$ cat src/rtl/sar_pkg.sv
// ---------------------------------------------------------------------------
// sar_pkg
// Shared definitions for the SAR scan controller:
//   - sar_state_e : controller state encoding (IDLE, SAMPLE, CONV, DONE)
//   - ch_width()  : channel index width, never narrower than one bit
//   - lowest_set(): index of the lowest set bit of a channel mask (0 if none)
// ---------------------------------------------------------------------------
package sar_pkg;

   typedef enum logic [1:0] {
      IDLE   = 2'd0,
      SAMPLE = 2'd1,
      CONV   = 2'd2,
      DONE   = 2'd3
   } sar_state_e;

   // Upper bound on the channel count; masks are widened to this for lookups.
   localparam int MAX_CH = 16;

   function automatic int ch_width(input int n);
      return (n > 1) ? $clog2(n) : 1;
   endfunction

   // Scans from the top down so the last hit is the lowest set bit.
   function automatic logic [3:0] lowest_set(input logic [MAX_CH-1:0] m);
      logic [3:0] idx;
      idx = '0;
      for (int i = MAX_CH - 1; i >= 0; i--) begin
         if (m[i]) idx = 4'(i);
      end
      return idx;
   endfunction

endpackage

$ cat src/rtl/sar_scan_controller_if.sv
// ---------------------------------------------------------------------------
// sar_scan_controller_if
// Result channel of the SAR scan controller: a one-entry valid/ready register.
//   res_valid : producer holds a result
//   res_ready : consumer accepts when res_valid & res_ready at a clock edge
//   res_data  : converted code
//   res_ch    : channel the code belongs to
//   res_last  : code is the last channel of its sweep
// master = controller side, slave = consumer side.
// ---------------------------------------------------------------------------
interface sar_scan_controller_if #(
   parameter int WIDTH = 8,
   parameter int CW    = 2
);
   logic             res_valid;
   logic             res_ready;
   logic [WIDTH-1:0] res_data;
   logic [CW-1:0]    res_ch;
   logic             res_last;

   modport master (
      output res_valid,
      output res_data,
      output res_ch,
      output res_last,
      input  res_ready
   );

   modport slave (
      input  res_valid,
      input  res_data,
      input  res_ch,
      input  res_last,
      output res_ready
   );
endinterface

$ cat src/rtl/sar_ch_picker.sv
// ---------------------------------------------------------------------------
// sar_ch_picker
// Combinational channel walker for the scan controller.
//   mask_i       : channel mask to walk
//   cur_i        : index of the channel just converted
//   next_idx_o   : lowest enabled channel strictly above cur_i
//   has_next_o   : a channel above cur_i is enabled
//   lowest_idx_o : lowest enabled channel of mask_i (0 when mask_i is empty)
// ---------------------------------------------------------------------------
module sar_ch_picker
   import sar_pkg::*;
#(
   parameter int NUM_CH = 4,
   parameter int CW     = ch_width(NUM_CH)
) (
   input  logic [NUM_CH-1:0] mask_i,
   input  logic [CW-1:0]     cur_i,
   output logic [CW-1:0]     next_idx_o,
   output logic              has_next_o,
   output logic [CW-1:0]     lowest_idx_o
);

   always_comb begin
      next_idx_o = '0;
      has_next_o = 1'b0;
      // Top-down scan: the last match is the nearest channel above cur_i.
      for (int i = NUM_CH - 1; i >= 0; i--) begin
         if (mask_i[i] && (i > int'(cur_i))) begin
            next_idx_o = CW'(i);
            has_next_o = 1'b1;
         end
      end
   end

   assign lowest_idx_o = CW'(lowest_set(MAX_CH'(mask_i)));

endmodule

$ cat src/rtl/sar_scan_controller.sv
// ---------------------------------------------------------------------------
// sar_scan_controller
// Successive-approximation ADC controller scanning a mask of channels.
//   clk, rst_n : clock (rising edge), asynchronous active-low reset
//   start      : request one sweep, honoured only when idle
//   cont_mode  : restart sweeps back-to-back, sampled at end of each sweep
//   abort      : synchronous return to idle, discards the conversion in flight
//   ch_mask    : enabled channels, latched at sweep start
//   cmp        : comparator, 1 = analog input >= dac_value
//   sample     : sample-and-hold enable
//   ch_sel     : analog mux select
//   dac_value  : DAC trial code (result | bit_mask)
//   busy       : controller is not idle
//   res_if     : one-entry valid/ready result register (master side)
// ---------------------------------------------------------------------------
module sar_scan_controller
   import sar_pkg::*;
#(
   parameter int WIDTH         = 8,
   parameter int NUM_CH        = 4,
   parameter int SAMPLE_CYCLES = 1,
   parameter int CW            = ch_width(NUM_CH)
) (
   input  logic                  clk,
   input  logic                  rst_n,
   input  logic                  start,
   input  logic                  cont_mode,
   input  logic                  abort,
   input  logic [NUM_CH-1:0]     ch_mask,
   input  logic                  cmp,
   output logic                  sample,
   output logic [CW-1:0]         ch_sel,
   output logic [WIDTH-1:0]      dac_value,
   output logic                  busy,
   sar_scan_controller_if.master res_if
);

   localparam int SCW = $clog2(SAMPLE_CYCLES + 1);
   localparam logic [WIDTH-1:0] MSB_MASK = {1'b1, {(WIDTH-1){1'b0}}};

   sar_state_e        state_q;
   logic [SCW-1:0]    sample_cnt_q;
   logic [NUM_CH-1:0] mask_q;
   logic [CW-1:0]     ch_sel_q;
   logic [WIDTH-1:0]  result_q;
   logic [WIDTH-1:0]  bit_mask_q;
   logic              res_valid_q;
   logic [WIDTH-1:0]  res_data_q;
   logic [CW-1:0]     res_ch_q;
   logic              res_last_q;

   // While idle the picker looks at the live mask so the first channel is
   // known on the start edge; in DONE it walks the latched mask.
   logic [NUM_CH-1:0] pick_mask;
   logic [CW-1:0]     pick_next;
   logic              pick_has_next;
   logic [CW-1:0]     pick_lowest;
   logic [CW-1:0]     new_lowest;
   logic              out_free;

   assign pick_mask  = (state_q == DONE) ? mask_q : ch_mask;
   assign new_lowest = CW'(lowest_set(MAX_CH'(ch_mask)));
   assign out_free   = !res_valid_q || res_if.res_ready;

   sar_ch_picker #(
      .NUM_CH (NUM_CH),
      .CW     (CW)
   ) u_picker (
      .mask_i       (pick_mask),
      .cur_i        (ch_sel_q),
      .next_idx_o   (pick_next),
      .has_next_o   (pick_has_next),
      .lowest_idx_o (pick_lowest)
   );

   always_ff @(posedge clk or negedge rst_n) begin
      if (!rst_n) begin
         state_q      <= IDLE;
         sample_cnt_q <= '0;
         mask_q       <= '0;
         ch_sel_q     <= '0;
         result_q     <= '0;
         bit_mask_q   <= '0;
         res_valid_q  <= 1'b0;
         res_data_q   <= '0;
         res_ch_q     <= '0;
         res_last_q   <= 1'b0;
      end else begin
         // Consumption first; a load in DONE below overrides it.
         if (res_valid_q && res_if.res_ready) res_valid_q <= 1'b0;

         if (abort) begin
            // Result register is deliberately left alone.
            state_q      <= IDLE;
            sample_cnt_q <= '0;
         end else begin
            case (state_q)
               IDLE: begin
                  if (start && (ch_mask != '0)) begin
                     mask_q       <= ch_mask;
                     ch_sel_q     <= pick_lowest;
                     sample_cnt_q <= '0;
                     state_q      <= SAMPLE;
                  end
               end

               SAMPLE: begin
                  if (sample_cnt_q == SCW'(SAMPLE_CYCLES - 1)) begin
                     sample_cnt_q <= '0;
                     bit_mask_q   <= MSB_MASK;
                     result_q     <= '0;
                     state_q      <= CONV;
                  end else begin
                     sample_cnt_q <= sample_cnt_q + 1'b1;
                  end
               end

               CONV: begin
                  if (cmp) result_q <= result_q | bit_mask_q;
                  bit_mask_q <= bit_mask_q >> 1;
                  if (bit_mask_q[0]) state_q <= DONE;
               end

               DONE: begin
                  // Stall here until the output register can take the code.
                  if (out_free) begin
                     res_valid_q <= 1'b1;
                     res_data_q  <= result_q;
                     res_ch_q    <= ch_sel_q;
                     res_last_q  <= !pick_has_next;
                     if (pick_has_next) begin
                        ch_sel_q     <= pick_next;
                        sample_cnt_q <= '0;
                        state_q      <= SAMPLE;
                     end else if (cont_mode && (ch_mask != '0)) begin
                        mask_q       <= ch_mask;
                        ch_sel_q     <= new_lowest;
                        sample_cnt_q <= '0;
                        state_q      <= SAMPLE;
                     end else begin
                        state_q <= IDLE;
                     end
                  end
               end

               default: state_q <= IDLE;
            endcase
         end
      end
   end

   // Outputs decode straight from registers, so they are glitch-free.
   assign sample    = (state_q == SAMPLE);
   assign busy      = (state_q != IDLE);
   assign ch_sel    = ch_sel_q;
   assign dac_value = result_q | bit_mask_q;

   assign res_if.res_valid = res_valid_q;
   assign res_if.res_data  = res_data_q;
   assign res_if.res_ch    = res_ch_q;
   assign res_if.res_last  = res_last_q;

endmodule

$ cat src/flat_wrapper.sv
// flat-port wrapper written by rule: the top's interface ports become plain ports
module sar_scan_controller_flat import sar_pkg::*;
#(
   parameter int WIDTH         = 8,
   parameter int NUM_CH        = 4,
   parameter int SAMPLE_CYCLES = 1,
   parameter int CW            = ch_width(NUM_CH)
)
  (clk, rst_n, start, cont_mode, abort, ch_mask, cmp, sample, ch_sel, dac_value, busy, res_if_res_valid, res_if_res_data, res_if_res_ch, res_if_res_last, res_if_res_ready);
  sar_scan_controller_if #(.WIDTH(WIDTH), .CW(CW)) res_if_i ();
  input  logic clk;
  input  logic rst_n;
  input  logic start;
  input  logic cont_mode;
  input  logic abort;
  input  logic [NUM_CH-1:0] ch_mask;
  input  logic cmp;
  output logic sample;
  output logic [CW-1:0] ch_sel;
  output logic [WIDTH-1:0] dac_value;
  output logic busy;
  output wire logic [$bits(res_if_i.res_valid)-1:0] res_if_res_valid;
  output wire logic [$bits(res_if_i.res_data)-1:0] res_if_res_data;
  output wire logic [$bits(res_if_i.res_ch)-1:0] res_if_res_ch;
  output wire logic [$bits(res_if_i.res_last)-1:0] res_if_res_last;
  input wire logic [$bits(res_if_i.res_ready)-1:0] res_if_res_ready;
  assign res_if_res_valid = res_if_i.res_valid;
  assign res_if_res_data = res_if_i.res_data;
  assign res_if_res_ch = res_if_i.res_ch;
  assign res_if_res_last = res_if_i.res_last;
  assign res_if_i.res_ready = res_if_res_ready;
  sar_scan_controller #(.WIDTH(WIDTH), .NUM_CH(NUM_CH), .SAMPLE_CYCLES(SAMPLE_CYCLES), .CW(CW)) u_core (.clk(clk), .rst_n(rst_n), .start(start), .cont_mode(cont_mode), .abort(abort), .ch_mask(ch_mask), .cmp(cmp), .sample(sample), .ch_sel(ch_sel), .dac_value(dac_value), .busy(busy), .res_if(res_if_i));
endmodule
$ cat config.mk
export PLATFORM = sky130hd
export DESIGN_NAME = sar_scan_controller_flat
export DESIGN_NICKNAME = d
export VERILOG_FILES = /design/src/rtl/sar_pkg.sv /design/src/rtl/sar_scan_controller_if.sv /design/src/rtl/sar_ch_picker.sv /design/src/rtl/sar_scan_controller.sv /design/src/flat_wrapper.sv
export SDC_FILE = /design/constraint.sdc
export NUM_CORES = 1
export LEC_CHECK = 0
export BUFFER_PORTS_ARGS = -buffer_cell sky130_fd_sc_hd__buf_2
export CAP_MARGIN = 5
export CORE_MARGIN = 2
export CORE_UTILIZATION = 54
export DETAILED_ROUTE_END_ITERATION = 8
export PLACE_DENSITY = 0.78
export SYNTH_ARGS = -nofsm -noshare
export SYNTH_HDL_FRONTEND = slang
export SYNTH_HIERARCHICAL = 1
export SYNTH_SLANG_ARGS = --single-unit
$ cat constraint.sdc
create_clock -name clk -period 3.09 [get_ports clk]
set_clock_uncertainty 0.1 [all_clocks]
set_input_delay 0.7725 -clock clk [delete_from_list [all_inputs] [get_ports clk]]
set_output_delay 0.7725 -clock clk [all_outputs]
set_load 0.005 [all_outputs]
==> impl_metrics.yaml, run 1 <==
run_status:
  status: "completed"
placed_design:
  dp_hpwl_um: 2570
  portBuffers: 34
  placement.cell_area_um2: 2000
  gp_routability_congestion: 0.859
floorplanning:
  floorplan.rows: 20
  ioPinCount: 35
  die-height_um: 61.6
  die-width_um: 61.6
  fp.dieArea_um2: 3800
  floorplan.initialDensity: 0.578
  core_box_area_um2: 3100
clock_tree:
  post_cts_resize_count: 0
  post-cts-setup-buffer-count: 0
  clkSinkCount: 36
  cts_max_level: 2
  cts-hold-fix-buffers: 0
  cts_tree: "built"
  clock_latency_ns: 0.34
  clock_tree.root_cell: "sky130_fd_sc_hd__clkbuf_4"
  cts.clk_slew.worst_paths_ns: 0.10
  cts_buffer_depth: 2
  cts_made_buffers: 5
synth:
  synth_ff_type: "sky130_fd_sc_hd__dfrtp_1"
  yosysSeqAreaShare: 0.502
  mappedNetlistArea_um2: 1790
  netlist.top_cell.by_area: "sky130_fd_sc_hd__dfrtp_1"
  post_synth_most_frequent_cells: "sky130_fd_sc_hd__dfrtp_1, sky130_fd_sc_hd__nand2_1, sky130_fd_sc_hd__nor2_1"
  synth_top_cells_by_area: "sky130_fd_sc_hd__dfrtp_1, sky130_fd_sc_hd__mux2_4, sky130_fd_sc_hd__mux2_2"
  post_synth.cell_area_avg_um2: 10.9
  async_set_reset_flop_share_out_of_synthesis: 1.00
  synth_edf_count: 0
  yosysTopAreaCellShare: 0.502
  yosysWarningCount: 6
  yosys_register_bits: 36
  syn-instance-count: 165
  postSynthNetCount: 180
  ys_types: 34
  synth_most_common_cell: "sky130_fd_sc_hd__dfrtp_1"
drt:
  drtIter0Drc: 86
  detailroute.via_count: 1318
  wirelength_um: 3570
  dr.pass1.iters: 4
  drc_errors: 0
  final_antenna_net_count: 0
  wl_per_cell_um: 14.4
  route.detailed.vias_per_inst: 5.34
global_routing:
  largest_net_degree_at_the_start_of_global_routing: 37
  grt_first_pass_wirelength_um: 5880
  grtUsageTotal: 0.217
  grt_pass1_vias: 1275
  grt_antenna_before_repair: 0
  globalRoute.totalOverflow: 0
pwr:
  vdd_ir_drop_max_mv: 0.460
  cellLeakagePower_nw: 1.09
  power.density_nw_per_um2: 728
timing:
  finalWorstPathRequiredPeriod_ns: 2.85
  fin_worst_hold_slack_ns: 0.391
  max_slew.worst_pin.slew_ns: 0.769
  final_max_slew_viol_count: 0
  max_freq_mhz: 351
  timing.slew.headroom: 0.487
  unrepaired_setup_endpoints_after_global_routing: "no"
  fin_tns_setup_ns: 0
  setup_viol: 0
  period_utilization: 0.923
  timing_hold_violations_final: 0
min_path:
  hold_path.class: "input port to asynchronous set/reset pin"
layout:
  layout-drive-gt1-share: 0.365
  design.final.nets: 217
  nFillCells: 260
  utilization: 0.668
  antenna_cells_inserted: 0
  final_area_um2: 2070
  area_added_between_synthesis_and_finish_pct: 15.6
flow_run:
  maxCapViolations: 0
critical_path:
  r2r-start: "u_core/state_q[1]"
  cp_data_arrival_time_ns: 3.04
  timing.critical_path.required_ns: 3.28
  endpoint_kind: "register"
  crit_path_max_fanout: 8
  reg2reg_setup_slack_ns: 0.24
  worst-setup-path-type: "register to register"
  worstSetupStartpoint: "u_core/state_q[1]"
  setup.worst_path.start_class: "register"
## area by class of cell
class	count	area (µm²)	area share
inverters	7	26.3	0.0127
multi-input cells	117	837	0.404
repair buffers	35	178	0.0857
flip-flops and latches	36	901	0.435
clock inverters	2	35.0	0.0169
clock buffers	6	41.3	0.0199
well taps	44	55.1	0.0266
## kinds of logic (layout without fill, tap and decap cells)
family                   count (synthesis)  count (layout)  share of synthesized area
adder cells (fa/ha/maj)                  4               4                     0.0279
flip-flops                              36              36                      0.502
buffers and inverters                   12              50                     0.0314
AO/OA/AOI/OAI                           38              38                      0.145
AND/OR/NAND/NOR                         54              54                      0.146
multiplexers                            21              21                      0.148
## path summary, 6_finish.rpt
check | endpoint | cells past startpoint
max | u_core/ch_sel[1] | 8
min | u_core/res_if.res_ch[0] | 1
max reg2reg | u_core/ch_sel[1] | 8
min reg2reg | u_core/res_if.res_last | 2
max in group asynchronous | u_core/result_q[6] | 1
min in group clk | u_core/res_if.res_last | 2
## worst max-delay path: stages (launching register included)
cell and delay, ns:
sky130_fd_sc_hd__dfrtp_1 0.43, sky130_fd_sc_hd__ha_1 0.34, sky130_fd_sc_hd__buf_4 0.22, sky130_fd_sc_hd__mux2_2 0.37
sky130_fd_sc_hd__nor2_1 0.19, sky130_fd_sc_hd__o21ai_1 0.22, sky130_fd_sc_hd__or4_1 0.57, sky130_fd_sc_hd__a31oi_1 0.20
sky130_fd_sc_hd__mux2_1 0.16
## through the flow
step | std cells | worst slack [ns] | power, W
final | 247 | 0.237 | 0.00151
after floorplan | 165 | 0.412 | 0.00102
after global placement | 239 | 0.272 | 0.00116
after CTS | 247 | 0.140 | 0.00151
after detailed placement | 239 | 0.117 | 0.00119
after global routing | 247 | 0.0938 | 0.00162
## placed cells by master (no fill, tap or decap), drive strengths merged, types with 2 or more instances in the layout
| master | netlist | routed |
|---|---|---|
| clkbuf | 3 | 6 |
| dfrtp | 36 | 36 |
| nand2 | 19 | 19 |
| a21oi | 11 | 11 |
| a221oi | 3 | 3 |
| o21ai | 14 | 14 |
| nor2b | 4 | 4 |
| inv | 7 | 7 |
| nand2b | 2 | 2 |
| mux2 | 20 | 20 |
| nor2 | 16 | 16 |
| ha | 4 | 4 |
| or2 | 8 | 8 |
| buf | 2 | 35 |
| a31oi | 2 | 2 |
## routing by layer
metal	wire [µm]	GRT usage
met1	1710	0.287
met2	1660	0.328
met3	158	0.0819
met4	42	0.0790
met5	0	0
## sequential cells by signal, summed over array words and instances (netlist names)
name and flops:
u_core/result_q 8, u_core/res_if.res_last 1, u_core/res_if.res_valid 1, u_core/mask_q 4, u_core/state_q 2, u_core/ch_sel 2, u_core/res_if.res_ch 2, u_core/res_if.res_data 8
u_core/bit_mask_q 8
## where the power goes
| part | internal (W) | switching (W) |
|---|---|---|
| Combinational | 0.000246 | 0.000299 |
| Sequential | 0.000567 | 0.0000763 |
| Clock | 0.000169 | 0.000152 |
(Power assumes the default switching activity.)
==> inputs of run 2 (changes only) <==
Settings changed: CORE_MARGIN 2 to unset, GPL_TIMING_DRIVEN set to 0.
==> run 2 against run 1 <==
  * Combinational power grew 3%
  * First-iteration DRC count rose by 1.2%
  * Wire length increased by 1.9%
  * Global-route usage rose by 1.1 points
  * Die area shrank 6.4%
  * Setup slack got worse by 0.097 ns
  * Cell count increased by 1.6%
  * Utilization up 0.85 points
  * Fmax decreased by 3.3%
  * Sequential power hardly changed
  * Register-to-register slack got worse by 0.097 ns
  * Largest cell class unchanged
==> impl_metrics.yaml, run 2 (synthesis gave the netlist of run 1 again) <==
timing:
  period_utilization: 0.955
  final_max_slew_viol_count: 0
  timing_hold_violations_final: 0
  final_critical_path_setup_slack_ns: 0.140
  finalWorstPathRequiredPeriod_ns: 2.95
  timing.slew.headroom: 0.482
  fin_tns_setup_ns: 0
  max_freq_mhz: 339
  setup_viol: 0
  max_slew.worst_pin.slew_ns: 0.777
layout:
  most-common-layout-cells: "sky130_fd_sc_hd__dfrtp_1, sky130_fd_sc_hd__buf_2, sky130_fd_sc_hd__nand2_1"
  antenna_cells_inserted: 0
  layout-drive-gt1-share: 0.367
  utilization: 0.677
  design.final.nets: 221
  area_added_between_synthesis_and_finish_pct: 17.0
  mostFrequentLayoutCell: "sky130_fd_sc_hd__dfrtp_1"
  final_area_um2: 2100
  nFillCells: 255
global_routing:
  globalRoute.totalOverflow: 0
  grt_first_pass_wirelength_um: 5940
  largest_net_degree_at_the_start_of_global_routing: 37
  grtUsageTotal: 0.228
  grt_antenna_before_repair: 0
  grt_pass1_vias: 1330
clock_tree:
  cts_tree: "built"
  clock_tree.root_cell: "sky130_fd_sc_hd__clkbuf_4"
  post-cts-setup-buffer-count: 0
  cts_max_level: 2
  cts_buffer_depth: 2
  clock_latency_ns: 0.33
  post_cts_resize_count: 0
  cts-hold-fix-buffers: 0
  cts_made_buffers: 5
  cts.clk_slew.worst_paths_ns: 0.11
  clkSinkCount: 36
floorplanning:
  floorplan.initialDensity: 0.578
  fp.dieArea_um2: 3560
  core_box_area_um2: 3100
  ioPinCount: 35
  die-height_um: 59.6
  floorplan.rows: 20
  die-width_um: 59.6
pwr:
  power.density_nw_per_um2: 729
  totalPowerFinal_w: 0.00153
  vdd_ir_drop_max_mv: 0.467
  cellLeakagePower_nw: 1.10
critical_path:
  r2r_cell_count: 9
  worstReg2RegEnd: "u_core/ch_sel[1]"
  worstSetupStartpoint: "u_core/state_q[1]"
  worst-setup-path-type: "register to register"
  setup.worst_path.start_class: "register"
  reg2reg_setup_slack_ns: 0.14
  timing.critical_path.required_ns: 3.26
  endpoint_kind: "register"
  cp_data_arrival_time_ns: 3.12
  crit_path_max_fanout: 10
  last_element_of_the_critical_path: "u_core/ch_sel[1]"
  r2r-start: "u_core/state_q[1]"
drt:
  wl_per_cell_um: 14.5
  final_antenna_net_count: 0
  drtIter0Drc: 87
  dr.pass1.iters: 4
  wirelength_um: 3640
  detailroute.via_count: 1366
  drc_errors: 0
  route.detailed.vias_per_inst: 5.44
placed_design:
  gp_routability_congestion: 0.791
  portBuffers: 34
  placement.cell_area_um2: 2020
  pre_cts_ws_ns: 0.0746
  dp_hpwl_um: 2670
run_status:
  status: "completed"
min_path:
  hold_path.class: "input port to asynchronous set/reset pin"
flow_run:
  maxCapViolations: 0
==> run 2: cell types whose count changed in the layout (fill, tap and decap cells not counted), sizes merged <==
cell    delta
buf        +1
clkbuf     +3
==> run 2: worst min-delay path by stage <==
| stage | start | to | slack (ns) |
|---|---|---|---|
| after floorplan | u_core/mask_q[1] | u_core/mask_q[1] | 0.36 |
| after global placement | u_core/res_if.res_last | u_core/res_if.res_last | 0.36 |
| after detailed placement | u_core/res_if.res_last | u_core/res_if.res_last | 0.38 |
| after CTS | u_core/res_if.res_last | u_core/res_if.res_last | 0.41 |
| after global routing | u_core/res_if.res_data[2] | u_core/res_if.res_data[2] | 0.43 |
| final | rst_n | u_core/bit_mask_q[1] | 0.40 |
==> run 2: report_power, final <==
part           internal (W)  switching (W)
Sequential         0.000566      0.0000775
Clock              0.000170       0.000152
Combinational      0.000253       0.000311
==> run 2: worst max-delay path: stages, from the launching register on <==
cell	delay, ns
sky130_fd_sc_hd__dfrtp_1	0.42
sky130_fd_sc_hd__ha_1	0.29
sky130_fd_sc_hd__buf_4	0.22
sky130_fd_sc_hd__mux2_2	0.37
sky130_fd_sc_hd__nor2b_2	0.18
sky130_fd_sc_hd__o21ai_0	0.25
sky130_fd_sc_hd__o21ai_2	0.18
sky130_fd_sc_hd__or4_1	0.56
sky130_fd_sc_hd__a31oi_1	0.17
sky130_fd_sc_hd__mux2_1	0.16
==> run 2: metal layers <==
metal | part of all wire | GRT usage
met5 | 0 | 0
met4 | 0.0052 | 0.0930
met3 | 0.046 | 0.0633
met2 | 0.50 | 0.375
met1 | 0.45 | 0.282
==> run 2: final cells by class <==
cell class / count / area (µm²) / share of cell area
flip-flops and latches: 36 / 901 / 0.429
multi-input cells: 117 / 841 / 0.400
repair buffers: 34 / 170 / 0.0810
well taps: 44 / 55.1 / 0.0262
clock buffers: 6 / 41.3 / 0.0197
clock inverters: 2 / 35.0 / 0.0167
plain buffers: 5 / 30.0 / 0.0143
inverters: 7 / 26.3 / 0.0125
==> run 2: stage by stage <==
stage	hold WS (ns)	instances
after global routing	0.431	251
after CTS	0.408	251
final	0.398	251
after floorplan	0.359	165
after detailed placement	0.384	243
after global placement	0.358	243
